==> src/rtl/internet_pkg.sv <==
// Shared definitions for the internet link arbiter and its downstream demux:
// channel indices, link data width, FSM state encoding and small helpers.
package internet_pkg;

  // Link data width, shared with internet_demux.
  localparam int DW = 4;

  // Channel indices as driven on Sel.
  localparam logic [1:0] CH_LIB    = 2'd0;
  localparam logic [1:0] CH_FD     = 2'd1;
  localparam logic [1:0] CH_RIBS   = 2'd2;
  localparam logic [1:0] CH_SCHOOL = 2'd3;

  // FSM state encoding, kept as plain constants for legacy tools.
  typedef logic [0:0] state_t;
  localparam state_t IDLE  = 1'b0;
  localparam state_t GRANT = 1'b1;

  // One-hot decode of a channel index.
  function automatic logic [3:0] ch_onehot(input logic [1:0] ch);
    logic [3:0] oh;
    case (ch)
      CH_LIB:    oh = 4'b0001;
      CH_FD:     oh = 4'b0010;
      CH_RIBS:   oh = 4'b0100;
      CH_SCHOOL: oh = 4'b1000;
      default:   oh = 4'b0000;
    endcase
    return oh;
  endfunction

  // Wrapping increment of a channel index (mod 4).
  function automatic logic [1:0] ch_next(input logic [1:0] ch);
    return ch + 2'd1;
  endfunction

endpackage

==> src/rtl/internet_arbiter_mux_if.sv <==
// Bus between the four link sources and the arbiter/mux. The master side
// supplies requests and data; the slave side (the arbiter) returns the muxed
// link signals that feed internet_demux.
interface internet_arbiter_mux_if #(
  parameter int DW = 4
);

  logic [3:0]      req;
  logic [4*DW-1:0] data_in;
  logic [DW-1:0]   muxOutput;
  logic            Enable;
  logic [1:0]      Sel;
  logic [3:0]      grant;

  modport master (
    output req,
    output data_in,
    input  muxOutput,
    input  Enable,
    input  Sel,
    input  grant
  );

  modport slave (
    input  req,
    input  data_in,
    output muxOutput,
    output Enable,
    output Sel,
    output grant
  );

endinterface

==> src/rtl/rr_arbiter4.sv <==
// Combinational 4-way round-robin picker: scans req starting at ptr and
// wrapping mod 4; the first set bit wins.
module rr_arbiter4
  import internet_pkg::*;
(
  input  logic [3:0] req,
  input  logic [1:0] ptr,
  output logic       found,
  output logic [1:0] idx
);

  logic       found_s;
  logic [1:0] idx_s;
  logic [1:0] cand_s;

  // Priority scan from ptr upward; the first requester seen is kept.
  always_comb begin
    found_s = 1'b0;
    idx_s   = CH_LIB;
    cand_s  = 2'd0;
    for (int k = 0; k < 4; k++) begin
      cand_s = ptr + k[1:0];
      if (!found_s && req[cand_s]) begin
        found_s = 1'b1;
        idx_s   = cand_s;
      end else begin
        found_s = found_s;
        idx_s   = idx_s;
      end
    end
  end

  assign found = found_s;
  assign idx   = idx_s;

endmodule

==> src/rtl/internet_arbiter_mux.sv <==
// Round-robin arbiter and data mux feeding internet_demux. Four sources share
// one link; a grant lasts up to HOLD_CYCLES cycles or until the holder drops
// its request, after which the next requester is granted with no idle bubble.
// All link outputs are registered from next-state values.
module internet_arbiter_mux
  import internet_pkg::*;
#(
  parameter int HOLD_CYCLES = 4,
  parameter int DW          = internet_pkg::DW
) (
  input  logic                   clk,
  input  logic                   rst,
  internet_arbiter_mux_if.slave  bus
);

  // Counter width covers 0..HOLD_CYCLES-1 with at least one bit.
  localparam int HW = ($clog2(HOLD_CYCLES + 1) < 1) ? 1 : $clog2(HOLD_CYCLES + 1);
  localparam logic [HW-1:0] HOLD_RELOAD = HW'(HOLD_CYCLES - 1);
  localparam logic [HW-1:0] HOLD_ONE    = HW'(1);
  localparam logic [HW-1:0] HOLD_ZERO   = HW'(0);

  // Registered state.
  state_t        state_r;
  logic [1:0]    rr_ptr_r;
  logic [HW-1:0] hold_cnt_r;
  logic [1:0]    sel_r;
  logic          enable_r;
  logic [DW-1:0] mux_r;
  logic [3:0]    grant_r;

  // Next-state values.
  state_t        state_n_s;
  logic [1:0]    rr_ptr_n_s;
  logic [HW-1:0] hold_cnt_n_s;
  logic [1:0]    sel_n_s;
  logic          enable_n_s;
  logic [DW-1:0] data_sel_s;

  // Arbiter hookup.
  logic          release_s;
  logic [1:0]    arb_ptr_s;
  logic          arb_found_s;
  logic [1:0]    arb_idx_s;

  // A grant ends on timeout or when the holder stops requesting; both at once
  // still count as a single release.
  always_comb begin
    if (state_r == GRANT) begin
      release_s = (hold_cnt_r == HOLD_ZERO) | ~bus.req[sel_r];
    end else begin
      release_s = 1'b0;
    end
  end

  // On a release the scan starts just past the old holder; otherwise from rr_ptr.
  always_comb begin
    if (release_s) begin
      arb_ptr_s = ch_next(sel_r);
    end else begin
      arb_ptr_s = rr_ptr_r;
    end
  end

  rr_arbiter4 u_rr_arbiter4 (
    .req   (bus.req),
    .ptr   (arb_ptr_s),
    .found (arb_found_s),
    .idx   (arb_idx_s)
  );

  // FSM next-state: grant from IDLE, hold/count down in GRANT, hand over or go idle on release.
  always_comb begin
    state_n_s    = state_r;
    rr_ptr_n_s   = rr_ptr_r;
    hold_cnt_n_s = hold_cnt_r;
    sel_n_s      = sel_r;
    enable_n_s   = 1'b0;
    case (state_r)
      IDLE: begin
        if (arb_found_s) begin
          state_n_s    = GRANT;
          sel_n_s      = arb_idx_s;
          hold_cnt_n_s = HOLD_RELOAD;
          enable_n_s   = 1'b1;
        end else begin
          state_n_s    = IDLE;
          enable_n_s   = 1'b0;
        end
      end
      GRANT: begin
        if (release_s) begin
          rr_ptr_n_s = arb_ptr_s;
          if (arb_found_s) begin
            state_n_s    = GRANT;
            sel_n_s      = arb_idx_s;
            hold_cnt_n_s = HOLD_RELOAD;
            enable_n_s   = 1'b1;
          end else begin
            state_n_s    = IDLE;
            hold_cnt_n_s = HOLD_ZERO;
            enable_n_s   = 1'b0;
          end
        end else begin
          hold_cnt_n_s = hold_cnt_r - HOLD_ONE;
          enable_n_s   = 1'b1;
        end
      end
      default: begin
        state_n_s    = IDLE;
        rr_ptr_n_s   = 2'd0;
        hold_cnt_n_s = HOLD_ZERO;
        sel_n_s      = CH_LIB;
        enable_n_s   = 1'b0;
      end
    endcase
  end

  // Select the next granted channel's data with constant slices.
  always_comb begin
    case (sel_n_s)
      CH_LIB:    data_sel_s = bus.data_in[0*DW +: DW];
      CH_FD:     data_sel_s = bus.data_in[1*DW +: DW];
      CH_RIBS:   data_sel_s = bus.data_in[2*DW +: DW];
      CH_SCHOOL: data_sel_s = bus.data_in[3*DW +: DW];
      default:   data_sel_s = {DW{1'b0}};
    endcase
  end

  // State and output registers; reset wins over everything and drops any grant.
  always_ff @(posedge clk) begin
    if (rst) begin
      state_r    <= IDLE;
      rr_ptr_r   <= 2'd0;
      hold_cnt_r <= HOLD_ZERO;
      sel_r      <= CH_LIB;
      enable_r   <= 1'b0;
      mux_r      <= {DW{1'b0}};
      grant_r    <= 4'b0000;
    end else begin
      state_r    <= state_n_s;
      rr_ptr_r   <= rr_ptr_n_s;
      hold_cnt_r <= hold_cnt_n_s;
      sel_r      <= sel_n_s;
      enable_r   <= enable_n_s;
      mux_r      <= enable_n_s ? data_sel_s : {DW{1'b0}};
      grant_r    <= enable_n_s ? ch_onehot(sel_n_s) : 4'b0000;
    end
  end

  assign bus.muxOutput = mux_r;
  assign bus.Enable    = enable_r;
  assign bus.Sel       = sel_r;
  assign bus.grant     = grant_r;

endmodule

==> src/flat_wrapper.sv <==
// flat-port wrapper written by rule: the top's interface ports become plain ports
module internet_arbiter_mux_flat import internet_pkg::*;
#(
  parameter int HOLD_CYCLES = 4,
  parameter int DW          = internet_pkg::DW
)
  (clk, rst, bus_req, bus_data_in, bus_muxOutput, bus_Enable, bus_Sel, bus_grant);
  internet_arbiter_mux_if #(.DW(DW)) bus_i ();
  input  logic clk;
  input  logic rst;
  input wire logic [$bits(bus_i.req)-1:0] bus_req;
  input wire logic [$bits(bus_i.data_in)-1:0] bus_data_in;
  output wire logic [$bits(bus_i.muxOutput)-1:0] bus_muxOutput;
  output wire logic [$bits(bus_i.Enable)-1:0] bus_Enable;
  output wire logic [$bits(bus_i.Sel)-1:0] bus_Sel;
  output wire logic [$bits(bus_i.grant)-1:0] bus_grant;
  assign bus_i.req = bus_req;
  assign bus_i.data_in = bus_data_in;
  assign bus_muxOutput = bus_i.muxOutput;
  assign bus_Enable = bus_i.Enable;
  assign bus_Sel = bus_i.Sel;
  assign bus_grant = bus_i.grant;
  internet_arbiter_mux #(.HOLD_CYCLES(HOLD_CYCLES), .DW(DW)) u_core (.clk(clk), .rst(rst), .bus(bus_i));
endmodule
==> config.mk <==
export PLATFORM = sky130hd
export DESIGN_NAME = internet_arbiter_mux_flat
export DESIGN_NICKNAME = d
export VERILOG_FILES = /design/src/rtl/internet_pkg.sv /design/src/rtl/internet_arbiter_mux_if.sv /design/src/rtl/rr_arbiter4.sv /design/src/rtl/internet_arbiter_mux.sv /design/src/flat_wrapper.sv
export SDC_FILE = /design/constraint.sdc
export NUM_CORES = 1
export LEC_CHECK = 0
export BUFFER_PORTS_ARGS = -buffer_cell sky130_fd_sc_hd__buf_2
export CAP_MARGIN = 25
export CORE_MARGIN = 2
export CORE_UTILIZATION = 53
export CTS_CLUSTER_DIAMETER = 80
export DETAILED_ROUTE_END_ITERATION = 12
export GPL_TIMING_DRIVEN = 0
export PLACE_DENSITY = 0.93
export SLEW_MARGIN = 20
export SYNTH_ARGS = -nofsm -noshare
export SYNTH_HDL_FRONTEND = slang
export SYNTH_SLANG_ARGS = --single-unit
==> constraint.sdc <==
create_clock -name clk -period 5.9 [get_ports clk]
set_input_delay 0 -clock clk [delete_from_list [all_inputs] [get_ports clk]]
set_output_delay 0 -clock clk [all_outputs]
set_load 0.03 [all_outputs]
## After elaboration in Yosys (flattened, before gate mapping)

Cells that the tools add are included.

- Bits in registers: 16
- Bits in latches: 0
- Bits in writable memories: 0
- ROM bits: 0
- Input port bits: 22
- Word-level logic and storage cells: 66
- Memories kept: 0

- Add/sub/neg operators: 5
- $mul: 0
- Div/mod/pow operators: 0
- $lt $le $gt $ge: 5
- Equality and inequality tests: 4
- Shift-type cells: 0
- Mux-type cells: 32
- Bitwise operators: 4
- Reductions and logical operators: 10

Operators with widths:

| cell | number |
|---|---|
| $pmux W4 S4 | 2 |
| $mux W2 | 8 |
| $lt A2 B3 Y1 const B | 5 |
| $mux W1 | 12 |
| $bmux W1 S2 | 5 |
| $mux W3 | 2 |
| $pmux W3 S2 | 1 |
| $add A2 B1 Y2 const B | 2 |
| $add A2 B2 Y2 const B | 2 |
| $eq A2 B2 Y1 const B | 2 |
| $pmux W2 S2 | 1 |
| $logic_and A1 B1 Y1 | 3 |
| $logic_not A1 Y1 | 3 |
| $logic_not A3 Y1 | 1 |
| $not A1 Y1 | 3 |
| $sub A3 B1 Y3 const B | 1 |
| $eq A2 B1 Y1 const B | 1 |
| $logic_not A2 Y1 | 1 |
| $ne A2 B1 Y1 const B | 1 |
| $pmux W1 S2 | 1 |
| $reduce_and A2 Y1 | 1 |
| $reduce_or A2 Y1 | 1 |
| $or A1 B1 Y1 | 1 |

## Depth between registers and ports, before layout

Gate-level depths: netlist (run 1).

- Depth after elaboration: 23
- Gate-level depth with buffers: 11
- Gate-level depth less buffers: 10

## Cells and area by module

A second synthesis (run 1) with hierarchy kept.

- Cell total of the unflattened synthesis: 95
- Area total of the unflattened synthesis: 849.6 um^2

By module, submodules not included:

| module | times used | cells an instance | area each (um^2) | sequential area each (um^2) |
|---|---|---|---|---|
| internet_arbiter_mux | 1 | 80 | 772.0 | 320.3 |
| rr_arbiter4 | 1 | 15 | 77.6 | 0.0 |

## Worst setup path before layout (run 1)

Ideal clock, no wire load.

- Path kind: register -> register
- Start: reg u_core.sel_r[0] (netlist: u_core.bus.Sel[0])
- End: reg u_core.mux_r[0] (netlist: u_core.bus.muxOutput[0])
- Arrival time: 2,337 ps
- Required time: 5,776 ps
- Setup slack: 3,439 ps
- Cell stages (with the launch flop): 11
- Buffers on the path: 2
- Clock period less this slack: 2,461 ps
- Cell sequence: dfxtp_1 buf_6 mux2_2 and3_4 nor2_4 o22ai_1 or3_1 a21oi_2 buf_6 mux2i_1 o22ai_1

- Cells in the longest elaborated chain, start to end: 23

Ends and longest elaborated chain:

| what | RTL line | RTL |
|---|---|---|
| from (decl) | internet_arbiter_mux.sv:26 | `logic [1:0] sel_r;` |
| from (signal assigned) | internet_arbiter_mux.sv:143 | `sel_r <= sel_n_s;` |
| branches (longest 23 deep; another with $add A2 B1 Y2) | -- |  |
| to (signal assigned) | internet_arbiter_mux.sv:137 | `mux_r <= {DW{1'b0}};` |
| to (signal assigned) | internet_arbiter_mux.sv:145 | `mux_r <= enable_n_s ? data_sel_s : {DW{1'b0}};` |
| to (decl) | internet_arbiter_mux.sv:28 | `logic [DW-1:0] mux_r;` |

Parallel ways; which one is timed is not known. The select of a mux whose other input is x is not followed.
A chain may end at the register's enable or synchronous reset.

## Worst setup path in the final report (run 1)

- Start: reg u_core.hold_cnt_r[0]
- End: reg u_core.mux_r[0] (netlist: u_core.bus.muxOutput[0])

- Cells in the longest elaborated chain, start to end: 21

Ends and longest elaborated chain:

| what | RTL line | RTL |
|---|---|---|
| from (decl) | internet_arbiter_mux.sv:25 | `logic [HW-1:0] hold_cnt_r;` |
| from (signal assigned) | internet_arbiter_mux.sv:142 | `hold_cnt_r <= hold_cnt_n_s;` |
| $logic_not A3 Y1 * | internet_arbiter_mux.sv:49 | `release_s = (hold_cnt_r == HOLD_ZERO) \| ~bus.req[sel_r];` |
| $or A1 B1 Y1 * | internet_arbiter_mux.sv:49 |  |
| $mux W1 * | internet_arbiter_mux.sv:48 | `if (state_r == GRANT) begin` |
| branches (longest 18 deep; another with $add A2 B1 Y2) | -- |  |

Mark *: on every way between the ends. The select of a mux whose other input is x is not followed.

==> results.yml, run 1 <==
yosys:
  synth_nets: 148
  synth_most_common_cell: "nor2_1"
  synth_top_area_frac: 0.313
  seq_area_frac_synth: 0.313
  yosys_warnings: 0
  ys_types: 40
  synthFlopType: "dfxtp_1"
  synth_area_um2: 1020
  synth_edf_count: 0
  yosys-top-cells-area: "dfxtp_1, mux2i_1, nor2_1, a21oi_1, o22ai_1"
  synthArstFlopShare: 0
  ys_ff_latch: 16
  yosys.area.top_type: "dfxtp_1"
  synthTopCellsByCount: "nor2_1, dfxtp_1, a21oi_1, mux2i_1"
  syn-instance-count: 124
  avgSynthCellArea_um2: 8.25
setup_path:
  crit_path_start_kind: "flop"
  arrival_ns: 3.24
  cp_cell_sequence: "inv_1, ha_1, nor2b_1, o31ai_1, nor2_4, a32o_1, o2111a_1, a21oi_2, buf_6, mux2i_1, dlygate4sd3_1, o22ai_1"
  crit_fanout: 10
  path_class: "flop to flop"
  cpMaxStageDelayCell: "dlygate4sd3_1"
  ff2ff_path_depth: 12
  reg2reg_to: "u_core.bus.muxOutput[0]$_SDFF_PP0_"
  r2r_setup_slack_ns: 2.82
  required_ns: 6.06
  max_stage_delay_ns: 0.58
  cp-end-kind: "flop"
  reg2reg_from: "u_core.hold_cnt_r[0]$_SDFFE_PP0P_"
floorplanning:
  pin_count: 33
  die_x_um: 47.9
  dieArea_um2: 2300
  dieHeight_um: 47.9
  rows: 15
  coreArea_um2: 1760
  initial_utilization: 0.580
clocking:
  clock-sinks: 16
  cts_tree: "yes"
  cts_inserted_buffers: 3
  holdBufCountCts: 3
  cts_setup_buffers: 0
  cts_resized: 0
  clockBufferDepth: 2
  clk_pin_slew_ns: 0.09
  clock_latency_ns: 0.28
  root_buffer: "clkbuf_4"
  htreeDepth: 1
power_and_ir_drop:
  leakagePower_nw: 0.580
  peakVddDrop_mv: 0.220
  p_per_area_nw_per_um2: 309
detailed_routing:
  via_per_inst: 5.57
  vias: 1036
  drtAntennaViolNets: 0
  drt-pass1-iter-count: 4
  drt_iter0_markers: 35
  routedWlPerCell_um: 14.2
  wl_mm: 2.63
  route.detailed.drc: 0
worst_hold_path:
  min_to: "u_core.bus.muxOutput[2]$_SDFF_PP0_"
  min_from: "bus_data_in[2]"
  hold_path_depth: 3
  hp-class: "input pin to flop"
timing:
  slew_violations: 0
  fmax_mhz: 325
  skew_ns: 0.00200
  tns_ns: 0
  rsz0062_at_grt: "no"
  slew_headroom: 0.298
  hold_viol: 0
  finalCritPeriodShare: 0.521
  setup_violations: 0
  finalCriticalPeriod_ns: 3.08
  worst_pin_slew_ns: 1.04
final_layout:
  drive_gt1_frac: 0.280
  area_growth_pct: 24.2
  antennaDiodeCount: 0
  nNetsFinal: 186
  final_area_um2: 1270
grt:
  grt_pass1_vias: 992
  grt_pass1_wl_mm: 4.11
  overflow: 0
  grtUsageTotal: 0.251
  grt_antenna_before_repair: 0
  grt_max_degree: 11
placed_design:
  portBuffers: 30
  gp_congestion: 0.934
  hpwl_mm: 2.01
  placedInstanceArea_um2: 1200
job:
  drv_cap: 0
status:
  run_status: "complete, no violations"
how the worst max path moves through the flow:
stage	from	endpoint	slack [ns]	cells past startpoint
floorplan	u_core.bus.Sel[0]$_SDFF_PP0_	u_core.bus.muxOutput[0]$_SDFF_PP0_	3.44	10
global placement	u_core.hold_cnt_r[0]$_SDFFE_PP0P_	u_core.bus.muxOutput[2]$_SDFF_PP0_	3.46	11
detailed placement	u_core.hold_cnt_r[0]$_SDFFE_PP0P_	u_core.bus.muxOutput[2]$_SDFF_PP0_	3.35	10
CTS	u_core.hold_cnt_r[0]$_SDFFE_PP0P_	u_core.bus.muxOutput[0]$_SDFF_PP0_	2.88	12
global route	u_core.hold_cnt_r[0]$_SDFFE_PP0P_	u_core.bus.muxOutput[0]$_SDFF_PP0_	2.66	12
finish	u_core.hold_cnt_r[0]$_SDFFE_PP0P_	u_core.bus.muxOutput[0]$_SDFF_PP0_	2.82	12
power breakdown:
part	leakage [nW]	switching [mW]	internal (mW)
combinational	0.427	0.111	0.0734
sequential	0.133	0.0109	0.127
clock	0.0210	0.0321	0.0375
logic make-up (layout without fill, tap and decap cells):
family,after synthesis,in the layout,share of synthesized area
simple gates,51,51,0.270
mux,12,12,0.119
flops,16,16,0.313
buf+inv,12,49,0.0599
fa+ha+maj,2,2,0.0244
compound gates,31,31,0.214
registers in the layout, summed over array words and instances (netlist names):
| signal | flops |
|---|---|
| u_core.bus.grant | 4 |
| u_core.bus.muxOutput | 4 |
| u_core.hold_cnt_r | 3 |
| u_core.bus.Sel | 2 |
| u_core.rr_ptr_r | 2 |
| u_core.state_r | 1 |
cells in the final DEF, fill, tap and decap left out, types with 2 or more instances in the layout:
cell,instances
o21ai_0,2
dfxtp_1,16
buf_2,31
buf_6,2
clkbuf_1,2
a21oi_1,11
nor2b_1,5
nor2_1,20
nand3_1,3
inv_1,6
nor3b_1,2
nand2_1,6
dlygate4sd3_1,3
nand2b_1,5
clkbuf_4,3
ha_1,2
o22ai_1,6
mux2i_1,11
layout make-up:
cell class	count	area (um2)
well taps	25	31.3
multi-input cells	96	642
flip-flops and latches	16	320
inverters	6	22.5
clock buffers	4	36.3
repair buffers	33	180
fillers	146	493
plain buffers	6	38.8
layer usage:
metal / global-route usage / up-vias / routed length (um) / share of wire
met5: 0 / - / 0 / 0
met4: 0.0919 / 0 / 17 / 0.0065
met3: 0.0189 / 2 / 144 / 0.055
met2: 0.483 / 40 / 1350 / 0.51
met1: 0.283 / 471 / 1130 / 0.43
li1: - / 523 / - / -
stage by stage:
step	power (mW)	util	hold slack [ns]	std cells	setup slack (ns)
global placement	0.313	0.683	0.272	179	3.46
CTS	0.392	0.721	0.00482	186	2.88
global route	0.415	0.721	0.0132	186	2.66
finish	0.393	0.721	0.0167	186	2.82
detailed placement	0.320	0.683	0.284	179	3.35
floorplan	0.276	-	0.189	124	3.44
worst max-delay path, delay by kind of cell, from the launching register on:
kind	cells	cell delay, ns
and+or+nand+nor	2	0.30
AOI/OAI and AO/OA	5	1.08
DFF	1	0.36
muxes	1	0.18
adders and majority gates	1	0.20
buffers and inverters	3	0.83
Note: power is estimated with default switching activity, not from simulation.
==> run 2: changes to the inputs <==
- CORE_UTILIZATION: 53 -> 49
- PLACE_DENSITY: 0.93 -> 0.87
- clock period: 5.9 -> 3 ns (I/O delays scaled with it)
==> run 2 against run 1 <==
Effect of this change: via count increased by 5.6%; critical path type unchanged; highest routed layer unchanged; final area decreased by 1.4%; count of clock-buffer cells in the layout unchanged; final cell count unchanged; sequential power increased by 98%; clock skew decreased by 0.0012 ns.
==> results.yml, run 2 (synthesis gave the netlist of run 1 again) <==
status:
  run_status: "complete, no violations"
power_and_ir_drop:
  p_per_area_nw_per_um2: 615
  leakagePower_nw: 0.572
  fin_total_pwr_mw: 0.771
  peakVddDrop_mv: 0.420
detailed_routing:
  via_per_inst: 5.88
  drtAntennaViolNets: 0
  drt_iter0_markers: 25
  wl_mm: 2.60
  drt-pass1-iter-count: 4
  route.detailed.drc: 0
  routedWlPerCell_um: 14.0
  vias: 1094
floorplanning:
  coreArea_um2: 1960
  dieArea_um2: 2470
  die_x_um: 49.7
  dieHeight_um: 49.7
  pin_count: 33
  rows: 16
  initial_utilization: 0.522
job:
  drv_cap: 0
grt:
  grt_pass1_wl_mm: 4.27
  overflow: 0
  grt_pass1_vias: 1011
  grtUsageTotal: 0.223
  grt_max_degree: 11
  grt_antenna_before_repair: 0
timing:
  slew_headroom: 0.424
  finalCritPeriodShare: 0.860
  slew_violations: 0
  fmax_mhz: 388
  finalCriticalPeriod_ns: 2.58
  hold_viol: 0
  tns_ns: 0
  rsz0062_at_grt: "no"
  setup_violations: 0
  holdWs_ns: 0.0123
  skew_ns: 0.000775
  worst_pin_slew_ns: 0.856
placed_design:
  placedInstanceArea_um2: 1210
  portBuffers: 30
  gp_congestion: 0.852
  dpl.cell_count: 181
  hpwl_mm: 1.99
setup_path:
  crit_path_start_kind: "flop"
  crit_fanout: 6
  path_class: "flop to flop"
  arrival_ns: 2.79
  required_ns: 3.21
  cp.buffers_inverters: 1
  cp-end-kind: "flop"
  cpMaxStageDelayCell: "o31ai_1"
  crit_family: "compound AO/OA/AOI/OAI gates"
  cp_cell_sequence: "inv_1, ha_1, nor2b_1, o31ai_1, nor2_4, o32ai_2, a2111o_1, nand4b_1, nand2b_1, o22ai_1"
  max_stage_delay_ns: 0.47
clocking:
  clock-sinks: 16
  htreeDepth: 1
  clock_latency_ns: 0.28
  cts_resized: 0
  clockBufferDepth: 2
  cts_inserted_buffers: 3
  clk_pin_slew_ns: 0.09
  cts_tree: "yes"
  cts_setup_buffers: 0
  holdBufCountCts: 1
  root_buffer: "clkbuf_4"
final_layout:
  mostFrequentLayoutCell: "buf_2"
  fin_cells: 186
  antennaDiodeCount: 0
  nNetsFinal: 184
  drive_gt1_frac: 0.283
  layout.cells.most_common_list: "buf_2, nor2_1, dfxtp_1"
  area_growth_pct: 22.5
  final_area_um2: 1250
worst_hold_path:
  hp-class: "input pin to flop"
run 2: changes by cell type in the layout (fill, tap and decap cells not counted), sizes merged:
cell and change:
dlygate4sd3 -2
run 2: power breakdown:
group | internal, mW | switching, mW
logic | 0.140 | 0.216
registers | 0.251 | 0.0218
clock network | 0.0738 | 0.0686
run 2: routing by layer:
metal / part of all wire / GRT usage / up-vias
li1: - / - / 521
met1: 0.40 / 0.257 / 515
met2: 0.52 / 0.418 / 56
met3: 0.075 / 0.0212 / 2
met4: 0.0042 / 0.0833 / 0
met5: 0 / 0 / -
run 2: path summary, 6_finish.rpt:
path	cells after the start	endpoint	slack [ns]	startpoint
max	10	u_core.bus.muxOutput[2]$_SDFF_PP0_	0.42	u_core.hold_cnt_r[0]$_SDFFE_PP0P_
min	3	u_core.bus.muxOutput[3]$_SDFF_PP0_	0.01	bus_data_in[11]
max reg2reg	10	u_core.bus.muxOutput[2]$_SDFF_PP0_	0.42	u_core.hold_cnt_r[0]$_SDFFE_PP0P_
min reg2reg	2	u_core.rr_ptr_r[0]$_SDFFE_PP0P_	0.54	u_core.rr_ptr_r[0]$_SDFFE_PP0P_
run 2: through the flow:
stage,setup WS (ns),util
5_1_grt,0.216,0.639
3_3_place_gp,0.560,0.615
6_report,0.421,0.639
2_1_floorplan,0.539,-
3_5_place_dp,0.437,0.615
4_1_cts,0.421,0.639
run 2: area by class of cell:
cell class | instances | area (um2)
repair buffers | 31 | 160
plain buffers | 6 | 38.8
clock buffers | 4 | 36.3
multi-input cells | 96 | 642
flip-flops and latches | 16 | 320
fillers | 192 | 708
well taps | 27 | 33.8
inverters | 6 | 22.5
run 2: tightest hold or removal path, delay by kind of cell:
kind | cells | cell delay, ns
compound gates | 1 | 0.11
mux | 1 | 0.06
buf+inv | 1 | 0.08
==> run 3: changes to the inputs <==
- CORE_UTILIZATION: 49 -> 30
- PLACE_DENSITY: 0.87 -> 0.62
==> run 3 against run 2 <==
Effect of this change: non-clock buffer count stayed put; critical path type unchanged; flip-flop and latch count stayed put; largest cell class unchanged; critical endpoint is now u_core.bus.muxOutput[3]$_SDFF_PP0_; sequential power hardly changed; largest power group unchanged; clock power hardly changed; worst hold slack worse by 0.011 ns.
==> results.yml, run 3 (synthesis gave the netlist of run 1 again) <==
detailed_routing:
  routedWlPerCell_um: 12.4
  via_per_inst: 5.11
  wl_met1_mm: 1.17
  drt_iter0_markers: 65
  route.detailed.drc: 0
  drtAntennaViolNets: 0
  wl_mm: 2.54
  dr_wl_met2_mm: 1.07
  drt-pass1-iter-count: 4
  dr_wl_met3_um: 208
  highest-signal-layer: "met4"
  vias: 1048
clocking:
  clk_pin_slew_ns: 0.09
  clock-sinks: 16
  cts_tree: "yes"
  clock_latency_ns: 0.29
  htreeDepth: 1
  root_buffer: "clkbuf_4"
  clockBufferDepth: 2
  cts_resized: 0
  cts_inserted_buffers: 3
timing:
  fmax_mhz: 393
  fin_ws_ns: 0.456
  slew_headroom: 0.413
  worst_pin_slew_ns: 0.872
  finalCriticalPeriod_ns: 2.54
  tns_ns: 0
  finalCritPeriodShare: 0.848
  holdWs_ns: 0.00109
  skew_ns: 0.00199
  hold_viol: 0
  slew_violations: 0
  rsz0062_at_grt: "no"
  setup_violations: 0
setup_path:
  arrival_ns: 2.71
  cp.buffers_inverters: 2
  cp-end-kind: "flop"
  path_common_cell: "o22ai_1"
  crit_path_start_kind: "flop"
  cpMaxStageDelayCell: "dfxtp_1"
  path_class: "flop to flop"
  max_stage_delay_ns: 0.36
  cp_cell_sequence: "inv_1, ha_1, nor2b_1, or3_4, nand4_1, o22ai_1, or3_1, a21oi_2, buf_6, mux2i_1, o22ai_1"
  required_ns: 3.17
  crit_family: "simple AND/OR/NAND/NOR gates"
  crit_fanout: 10
floorplanning:
  die_x_um: 62.4
  pin_count: 33
  rows: 21
  dieArea_um2: 3900
  dieHeight_um: 62.4
  coreArea_um2: 3310
  initial_utilization: 0.309
power_and_ir_drop:
  leakagePower_nw: 0.572
  p_per_area_nw_per_um2: 601
  fin_total_pwr_mw: 0.768
  peakVddDrop_mv: 0.309
job:
  drv_cap: 0
final_layout:
  nNetsFinal: 184
  mostFrequentLayoutCell: "buf_2"
  antennaDiodeCount: 0
  drive_gt1_frac: 0.283
  layout.cells.most_common_list: "buf_2, nor2_1, dfxtp_1"
  num-fill-cells: 375
  area_growth_pct: 24.8
worst_hold_path:
  hp-class: "input pin to flop"
grt:
  grt_antenna_before_repair: 0
  grt_max_degree: 11
  grt_pass1_wl_mm: 4.37
  overflow: 0
  grtUsageTotal: 0.139
  grt_pass1_vias: 1048
placed_design:
  dp_slack_ns: 0.443
  hpwl_mm: 2.02
  portBuffers: 30
  gp_congestion: 0.888
status:
  run_status: "complete, no violations"
run 3: cell counts in the layout (fill, tap and decap cells not counted):
No cell type changed its count.
run 3: per-stage QoR:
step                      std cells   util  cell area, um2
final                           205  0.386            1280
after global routing            205  0.386            1280
after CTS                       205  0.386            1280
after detailed placement        200  0.372            1230
after global placement          200  0.372            1230
after floorplan                 124      -            1020
run 3: metal layers:
| layer | GRT usage | vias up |
|---|---|---|
| li1 | - | 518 |
| met4 | 0.0972 | 0 |
| met5 | 0 | - |
| met3 | 0.0378 | 9 |
| met2 | 0.222 | 48 |
| met1 | 0.162 | 473 |
run 3: worst paths after layout:
check	from	slack (ns)	cells after the start	endpoint
setup / recovery	u_core.hold_cnt_r[0]$_SDFFE_PP0P_	0.46	11	u_core.bus.muxOutput[3]$_SDFF_PP0_
hold reg to reg	u_core.hold_cnt_r[0]$_SDFFE_PP0P_	0.53	2	u_core.hold_cnt_r[0]$_SDFFE_PP0P_
hold / removal	bus_data_in[10]	0.001	3	u_core.bus.muxOutput[2]$_SDFF_PP0_
setup reg to reg	u_core.hold_cnt_r[0]$_SDFFE_PP0P_	0.46	11	u_core.bus.muxOutput[3]$_SDFF_PP0_
run 3: area by class of cell:
type                            count  area [um2]  share of cell area
Multi-Input combinational cell     96         642               0.502
Sequential cell                    16         320               0.251
Tap cell                           46        57.6              0.0451
Timing Repair Buffer               31         160               0.125
Inverter                            6        22.5              0.0176
Buffer                              6        38.8              0.0304
Clock buffer                        4        36.3              0.0284
run 3: what timing repair did:
item / CTS / global route
buffers inserted: 0 / 0
hold endpoints to repair: 1 / 0
hold buffers: 1 / 0
run 3: power by group:
group	switching (mW)	internal (mW)	total [mW]	leakage, nW
Clock	0.0684	0.0739	0.142	0.0210
Sequential	0.0193	0.251	0.270	0.133
Combinational	0.216	0.140	0.356	0.418
Total	0.303	0.465	0.768	0.572
run 3: worst register-to-register path: stages (launching register included):
cell and delay [ns]:
dfxtp_1 0.36, inv_1 0.07, ha_1 0.21, nor2b_1 0.17
or3_4 0.35, nand4_1 0.14, o22ai_1 0.10, or3_1 0.34
a21oi_2 0.21, buf_6 0.19, mux2i_1 0.19, o22ai_1 0.11
